`src/rtl/bnn_stream_tx.sv`:
```
// -----------------------------------------------------------------------------
// bnn_stream_tx
//
// Buffers one 28x28 binary image (28 row words) and eight 3x3 binary kernels
// (8 x 9-bit words), then serialises them into the BNN input loader as two
// parallel bit streams with a write enable. The enable is delayed by SYNC_LAT
// cycles relative to the data. This matches the delay of the loader's input
// pipe, so on its i-th enable cycle the loader samples pixel i and weight i.
//
// Ports:
//   clk, reset_n          clock, asynchronous active-low reset
//   start                 begin a frame (honoured only when idle)
//   pix_row_valid/ready   image row channel, pix_row_data[c] = column c
//   wgt_valid/ready       kernel channel, wgt_data[t*3+b] = kernel row t, bit b
//   d_out_p, d_out_w      serial pixel / weight bits to the loader
//   en_wr                 loader write enable
//   busy                  frame in progress (LOAD, STREAM, DONE)
//   done                  one-cycle pulse at frame end
//
// Handshake: a word transfers on a rising clk where valid && ready. Ready is a
// registered output and never looks at valid. The sender must hold valid and
// data stable until the transfer happens.
// -----------------------------------------------------------------------------
module bnn_stream_tx #(
  parameter int unsigned SYNC_LAT = 1
) (
  input  logic        clk,
  input  logic        reset_n,
  input  logic        start,
  input  logic        pix_row_valid,
  output logic        pix_row_ready,
  input  logic [27:0] pix_row_data,
  input  logic        wgt_valid,
  output logic        wgt_ready,
  input  logic [8:0]  wgt_data,
  output logic        d_out_p,
  output logic        d_out_w,
  output logic        en_wr,
  output logic        busy,
  output logic        done
);

  localparam int unsigned N_PIX = 784;
  localparam int unsigned N_WGT = 72;

  // Last stream cycle index and the first cycle with the enable asserted.
  localparam logic [9:0] LAST_S = 10'(N_PIX - 1 + SYNC_LAT);
  localparam logic [9:0] LAT_S  = 10'(SYNC_LAT);

  typedef enum logic [1:0] {
    ST_IDLE   = 2'd0,
    ST_LOAD   = 2'd1,
    ST_STREAM = 2'd2,
    ST_DONE   = 2'd3
  } state_t;

  state_t           state_q, state_d;
  logic [4:0]       row_cnt_q, row_cnt_d;
  logic [3:0]       k_cnt_q, k_cnt_d;
  logic [9:0]       s_cnt_q, s_cnt_d;
  // Flat buffers: pixel (r,c) sits at bit r*28+c, weight (k,j) at bit k*9+j,
  // so the stream index s addresses both buffers directly.
  logic [N_PIX-1:0] pix_buf_q, pix_buf_d;
  logic [N_WGT-1:0] wgt_buf_q, wgt_buf_d;

  logic pix_row_ready_q, pix_row_ready_d;
  logic wgt_ready_q, wgt_ready_d;
  logic d_out_p_q, d_out_p_d;
  logic d_out_w_q, d_out_w_d;
  logic en_wr_q, en_wr_d;
  logic busy_q, busy_d;
  logic done_q, done_d;

  logic pix_hs;
  logic wgt_hs;

  assign pix_hs = pix_row_valid && pix_row_ready_q;
  assign wgt_hs = wgt_valid && wgt_ready_q;

  always_comb begin
    state_d         = state_q;
    row_cnt_d       = row_cnt_q;
    k_cnt_d         = k_cnt_q;
    s_cnt_d         = s_cnt_q;
    pix_buf_d       = pix_buf_q;
    wgt_buf_d       = wgt_buf_q;
    pix_row_ready_d = 1'b0;
    wgt_ready_d     = 1'b0;
    busy_d          = 1'b0;
    done_d          = 1'b0;
    d_out_p_d       = 1'b0;
    d_out_w_d       = 1'b0;
    en_wr_d         = 1'b0;

    case (state_q)
      ST_IDLE: begin
        if (start) begin
          state_d         = ST_LOAD;
          row_cnt_d       = 5'd0;
          k_cnt_d         = 4'd0;
          pix_row_ready_d = 1'b1;
          wgt_ready_d     = 1'b1;
          busy_d          = 1'b1;
        end
      end

      ST_LOAD: begin
        busy_d = 1'b1;
        if (pix_hs) begin
          pix_buf_d[10'(row_cnt_q) * 10'd28 +: 28] = pix_row_data;
          row_cnt_d = row_cnt_q + 5'd1;
        end
        if (wgt_hs) begin
          wgt_buf_d[7'(k_cnt_q) * 7'd9 +: 9] = wgt_data;
          k_cnt_d = k_cnt_q + 4'd1;
        end
        // Readies are registered from the post-handshake counts, so a channel
        // drops ready on the same edge that takes its last word.
        pix_row_ready_d = (row_cnt_d < 5'd28);
        wgt_ready_d     = (k_cnt_d < 4'd8);
        // Both buffers full: spend this edge launching stream cycle s = 0.
        if ((row_cnt_q == 5'd28) && (k_cnt_q == 4'd8)) begin
          state_d = ST_STREAM;
          s_cnt_d = 10'd0;
        end
      end

      ST_STREAM: begin
        busy_d = 1'b1;
        if (s_cnt_q == LAST_S) begin
          state_d = ST_DONE;
          done_d  = 1'b1;
        end else begin
          s_cnt_d = s_cnt_q + 10'd1;
        end
      end

      ST_DONE: begin
        state_d = ST_IDLE;
      end

      default: begin
        state_d = ST_IDLE;
      end
    endcase

    // s_cnt_q always names the stream cycle currently on the outputs. The
    // output flops are therefore loaded with the bits of s_cnt_d.
    if (state_d == ST_STREAM) begin
      d_out_p_d = (s_cnt_d < 10'd784) ? pix_buf_q[s_cnt_d] : 1'b0;
      d_out_w_d = (s_cnt_d < 10'd72) ? wgt_buf_q[s_cnt_d[6:0]] : 1'b0;
      en_wr_d   = (s_cnt_d >= LAT_S);
    end
  end

  always_ff @(posedge clk or negedge reset_n) begin
    if (!reset_n) begin
      state_q         <= ST_IDLE;
      row_cnt_q       <= 5'd0;
      k_cnt_q         <= 4'd0;
      s_cnt_q         <= 10'd0;
      pix_buf_q       <= '0;
      wgt_buf_q       <= '0;
      pix_row_ready_q <= 1'b0;
      wgt_ready_q     <= 1'b0;
      d_out_p_q       <= 1'b0;
      d_out_w_q       <= 1'b0;
      en_wr_q         <= 1'b0;
      busy_q          <= 1'b0;
      done_q          <= 1'b0;
    end else begin
      state_q         <= state_d;
      row_cnt_q       <= row_cnt_d;
      k_cnt_q         <= k_cnt_d;
      s_cnt_q         <= s_cnt_d;
      pix_buf_q       <= pix_buf_d;
      wgt_buf_q       <= wgt_buf_d;
      pix_row_ready_q <= pix_row_ready_d;
      wgt_ready_q     <= wgt_ready_d;
      d_out_p_q       <= d_out_p_d;
      d_out_w_q       <= d_out_w_d;
      en_wr_q         <= en_wr_d;
      busy_q          <= busy_d;
      done_q          <= done_d;
    end
  end

  assign pix_row_ready = pix_row_ready_q;
  assign wgt_ready     = wgt_ready_q;
  assign d_out_p       = d_out_p_q;
  assign d_out_w       = d_out_w_q;
  assign en_wr         = en_wr_q;
  assign busy          = busy_q;
  assign done          = done_q;

endmodule

```
`config.mk`:
```
export PLATFORM = sky130hd
export DESIGN_NAME = bnn_stream_tx
export DESIGN_NICKNAME = d
export VERILOG_FILES = /design/src/rtl/bnn_stream_tx.sv
export SDC_FILE = /design/constraint.sdc
export NUM_CORES = 2
export LEC_CHECK = 0
export ABC_CLOCK_PERIOD_IN_PS = 13100
export CAP_MARGIN = 20
export CORE_ASPECT_RATIO = 1.2
export CORE_MARGIN = 2
export CORE_UTILIZATION = 60
export DETAILED_ROUTE_END_ITERATION = 12
export GPL_TIMING_DRIVEN = 1
export HOLD_SLACK_MARGIN = 0.15
export PLACE_DENSITY = 0.76
export SETUP_SLACK_MARGIN = 0.15
export SLEW_MARGIN = 20
export SYNTH_ARGS = -nofsm -noshare
export SYNTH_HDL_FRONTEND = slang
export SYNTH_SLANG_ARGS = --single-unit
export TNS_END_PERCENT = 10
```
`constraint.sdc`:
```
create_clock -name clk -period 13.1 [get_ports clk]
set_clock_uncertainty 0.15 [all_clocks]
set_input_delay 2.62 -clock clk [delete_from_list [all_inputs] [get_ports clk]]
set_output_delay 2.62 -clock clk [all_outputs]
set_load 0.05 [all_outputs]
```
==> flow_summary.toml <==
[run_status]
status = "completed"

[route]
wirelength_um = 177200
drtIter0Drc = 6235
first_pass_iters = 9
vias = 44002
post_drt_wl_per_cell_um = 27.55
drc = 0
antenna_left = 0
vias_per_cell = 6.842

[synthesis]
syn_inst = 5390
netlist_area_mm2 = 0.04757
synth-edff-count = 0
synth_mux_area_frac = 0.1250
ys.flop_type = "dfrtp_1"
ys_seq_area_frac = 0.4651
ys_ff_latch = 884
ys_warn_count = 0
synthXorXnorAreaFrac = 0.005340
syn_avg_cell_area_um2 = 8.825
yosysUniqueCellTypes = 88
synth_top_family_by_area = "simple AND/OR/NAND/NOR gates"
synth_simple_gate_area_frac = 0.2140
synth_compound_area_frac = 0.1501
synthAdderAreaFrac = 0.008680
syn-num-nets = 5462
synthArstFlopShare = 1.000

[clock_tree]
cts-resized-gates = 0
cts_made_buffers = 89
cts_tree = "yes"
htree_levels = 3
root_buffer = "clkbuf_16"
cts_buffer_depth = 3
postCtsSetupBuffers = 0
cts_sinks = 884
clock_latency_ns = 0.67
hold_buffers = 0
clkSlewWorstSetupHoldPaths_ns = 0.06

[final_layout]
nNetsFinal = 5387
seq_area_mm2 = 0.02212
area_delta_synth_final_pct = 9.938
multi_input_area_mm2 = 0.02420
layout.cells.most_common_list = "nand2_1 (1350), dfrtp_1 (883), nor2_1 (421)"
drive_above_1_share = 0.1408
n_fill_cell = 6479
final_common_cell = "nand2_1"

[min_path]
hp-class = "flop to flop"
worstHoldPathCells = 2
holdPathEnd = "pix_buf_q[106]$_DFFE_PN0P_"
hp-start = "pix_buf_q[106]$_DFFE_PN0P_"

[floorplan]
coreArea_mm2 = 0.07889
die_w_um = 261.0
die_h_um = 312.4
dieArea_mm2 = 0.08155
initial_core_util = 0.6029
rows = 113
io_pins = 49

[global_route]
gr-total-overflow = 0
antenna_found_initial = 6
grt_pass1_vias = 41997
grt_max_degree = 194
grt_pass1_wl_um = 263100
grtUsageTotal = 0.4324

[timing]
timing.fmax_ghz = 0.1392
slew_headroom = 0.1719
rsz0062_at_grt = "false"
slew_viol_final = 0
period_share = 0.5484
hold_viol = 0
min_period_ns = 7.184
finalSetupTns_ns = 0
worstMarginPinSlew_ns = 1.242
setup_viol = 0

[setup_path]
worstPathArrival_ns = 7.60
critPathKind = "flop to flop"
r2r_cells = 17
cp_max_fo = 175
cp.required_ns = 13.51
reg2reg_slack_ns = 5.92
r2r-end = "d_out_p$_DFF_PN0_"
start_kind = "flop"
timing.rr.start = "row_cnt_q[0]$_DFFE_PN0P_"
cp-end-kind = "flop"

[placement]
io_buffers = 48
gp_congestion = 1.025
dp_hpwl_um = 117800

[job]
cap_violations = 0
[how the worst max path moves through the flow]
stage                                        start                          to  slack [ns]  cells after the start
after floorplan           row_cnt_q[2]$_DFFE_PN0P_  pix_buf_q[516]$_DFFE_PN0P_        8.21                     15
after global placement    row_cnt_q[0]$_DFFE_PN0P_           d_out_p$_DFF_PN0_        6.19                     17
after detailed placement  row_cnt_q[0]$_DFFE_PN0P_           d_out_p$_DFF_PN0_        6.09                     17
after CTS                 row_cnt_q[0]$_DFFE_PN0P_           d_out_p$_DFF_PN0_        6.04                     17
after global routing      row_cnt_q[0]$_DFFE_PN0P_           d_out_p$_DFF_PN0_        5.47                     17
final                     row_cnt_q[0]$_DFFE_PN0P_           d_out_p$_DFF_PN0_        5.92                     17
[worst max-delay path, cell delays in order (launching register included)]
cell and delay [ns]:
dfrtp_2 0.38, buf_4 0.30, inv_1 0.68, ha_2 0.35, nand4b_1 0.13, o211ai_1 0.53, o211a_4 0.34, buf_4 0.51
buf_12 0.70, buf_4 0.88, nand2_1 0.09, and3_1 0.19, a31oi_1 0.28, mux2i_1 0.16, a2111oi_2 0.43, a31oi_1 0.13
o41ai_1 0.38, nor4bb_1 0.35
[cells in the mapped netlist (11+ instances only)]
| library cell | number | area (µm²) |
|---|---|---|
| nand2_1 | 1350 | 5067 |
| dfrtp_1 | 884 | 22120 |
| nor2_1 | 428 | 1607 |
| mux2_2 | 406 | 4572 |
| o21ai_0 | 395 | 1977 |
| nand3_1 | 367 | 1837 |
| a21oi_1 | 244 | 1221 |
| clkbuf_1 | 162 | 608.1 |
| mux2i_1 | 126 | 1261 |
| o22ai_1 | 85 | 531.8 |
| buf_2 | 81 | 405.4 |
| a31oi_1 | 65 | 406.6 |
| and3_1 | 54 | 337.8 |
| buf_1 | 52 | 195.2 |
| nor3_1 | 47 | 235.2 |
| o31ai_1 | 46 | 345.3 |
| a311oi_1 | 42 | 367.9 |
| a22oi_1 | 35 | 262.8 |
| a32oi_1 | 35 | 306.5 |
| inv_1 | 35 | 131.4 |
| o22a_1 | 33 | 289.0 |
| ha_1 | 25 | 312.8 |
| nand4_1 | 25 | 156.4 |
| and2_1 | 24 | 150.1 |
| or2_2 | 24 | 150.1 |
| o21ai_1 | 23 | 115.1 |
| or3_1 | 17 | 106.4 |
| xnor2_1 | 16 | 140.1 |
| a22o_1 | 14 | 122.6 |
| nand2b_1 | 14 | 87.58 |
| nor4_1 | 14 | 87.58 |
| a221oi_1 | 13 | 113.9 |
| buf_4 | 13 | 97.59 |
| xor2_1 | 13 | 113.9 |
| o21a_1 | 11 | 82.58 |
| o41ai_1 | 11 | 96.34 |
[per-stage QoR]
| step | cell area (µm²) | setup slack [ns] | hold WS (ns) | util | cells |
|---|---|---|---|---|---|
| 6_report | 52290 | 5.916 | 0.3274 | 0.6628 | 6431 |
| 2_1_floorplan | 47570 | 8.207 | 0.2944 | - | 5390 |
| 5_1_grt | 52280 | 5.469 | 0.3440 | 0.6626 | 6424 |
| 4_1_cts | 52240 | 6.039 | 0.3294 | 0.6621 | 6423 |
| 3_5_place_dp | 49040 | 6.090 | 0.3153 | 0.6217 | 6258 |
| 3_3_place_gp | 49040 | 6.189 | 0.3088 | 0.6216 | 6258 |
[sequential cells by signal, summed over array words and instances (netlist names), 2 cells and up]
register   flops
s_cnt_q       10
state_q        2
k_cnt_q        4
wgt_buf_q     72
row_cnt_q      5
pix_buf_q    784
[kinds of logic after synthesis]
kind of cell	count (synthesis)
simple gates	2404
fa+ha+maj	30
mux	537
compound gates	1154
buf+inv	352
xor+xnor	29
flops	884
[final cells by class]
type | instances | area share
diodes | 7 | 0.0003350
clock buffers | 123 | 0.04929
clock inverters | 42 | 0.01180
inverters | 39 | 0.003206
multi-input cells | 4154 | 0.4628
flip-flops and latches | 884 | 0.4230
well taps | 1035 | 0.02476
repair buffers | 147 | 0.02476
[per-layer routing]
layer | GRT usage | up-vias | routed length, µm
met2 | 0.6432 | 2947 | 76990
met3 | 0.1264 | 911 | 21360
met4 | 0.3346 | 12 | 16530
li1 | - | 18880 | -
met1 | 0.5273 | 21252 | 62020
met5 | 0.01241 | - | 284
Power is left out: the tool's default activity adds up to more than one toggle a clock period on the data nets, which glitch-free logic cannot reach.
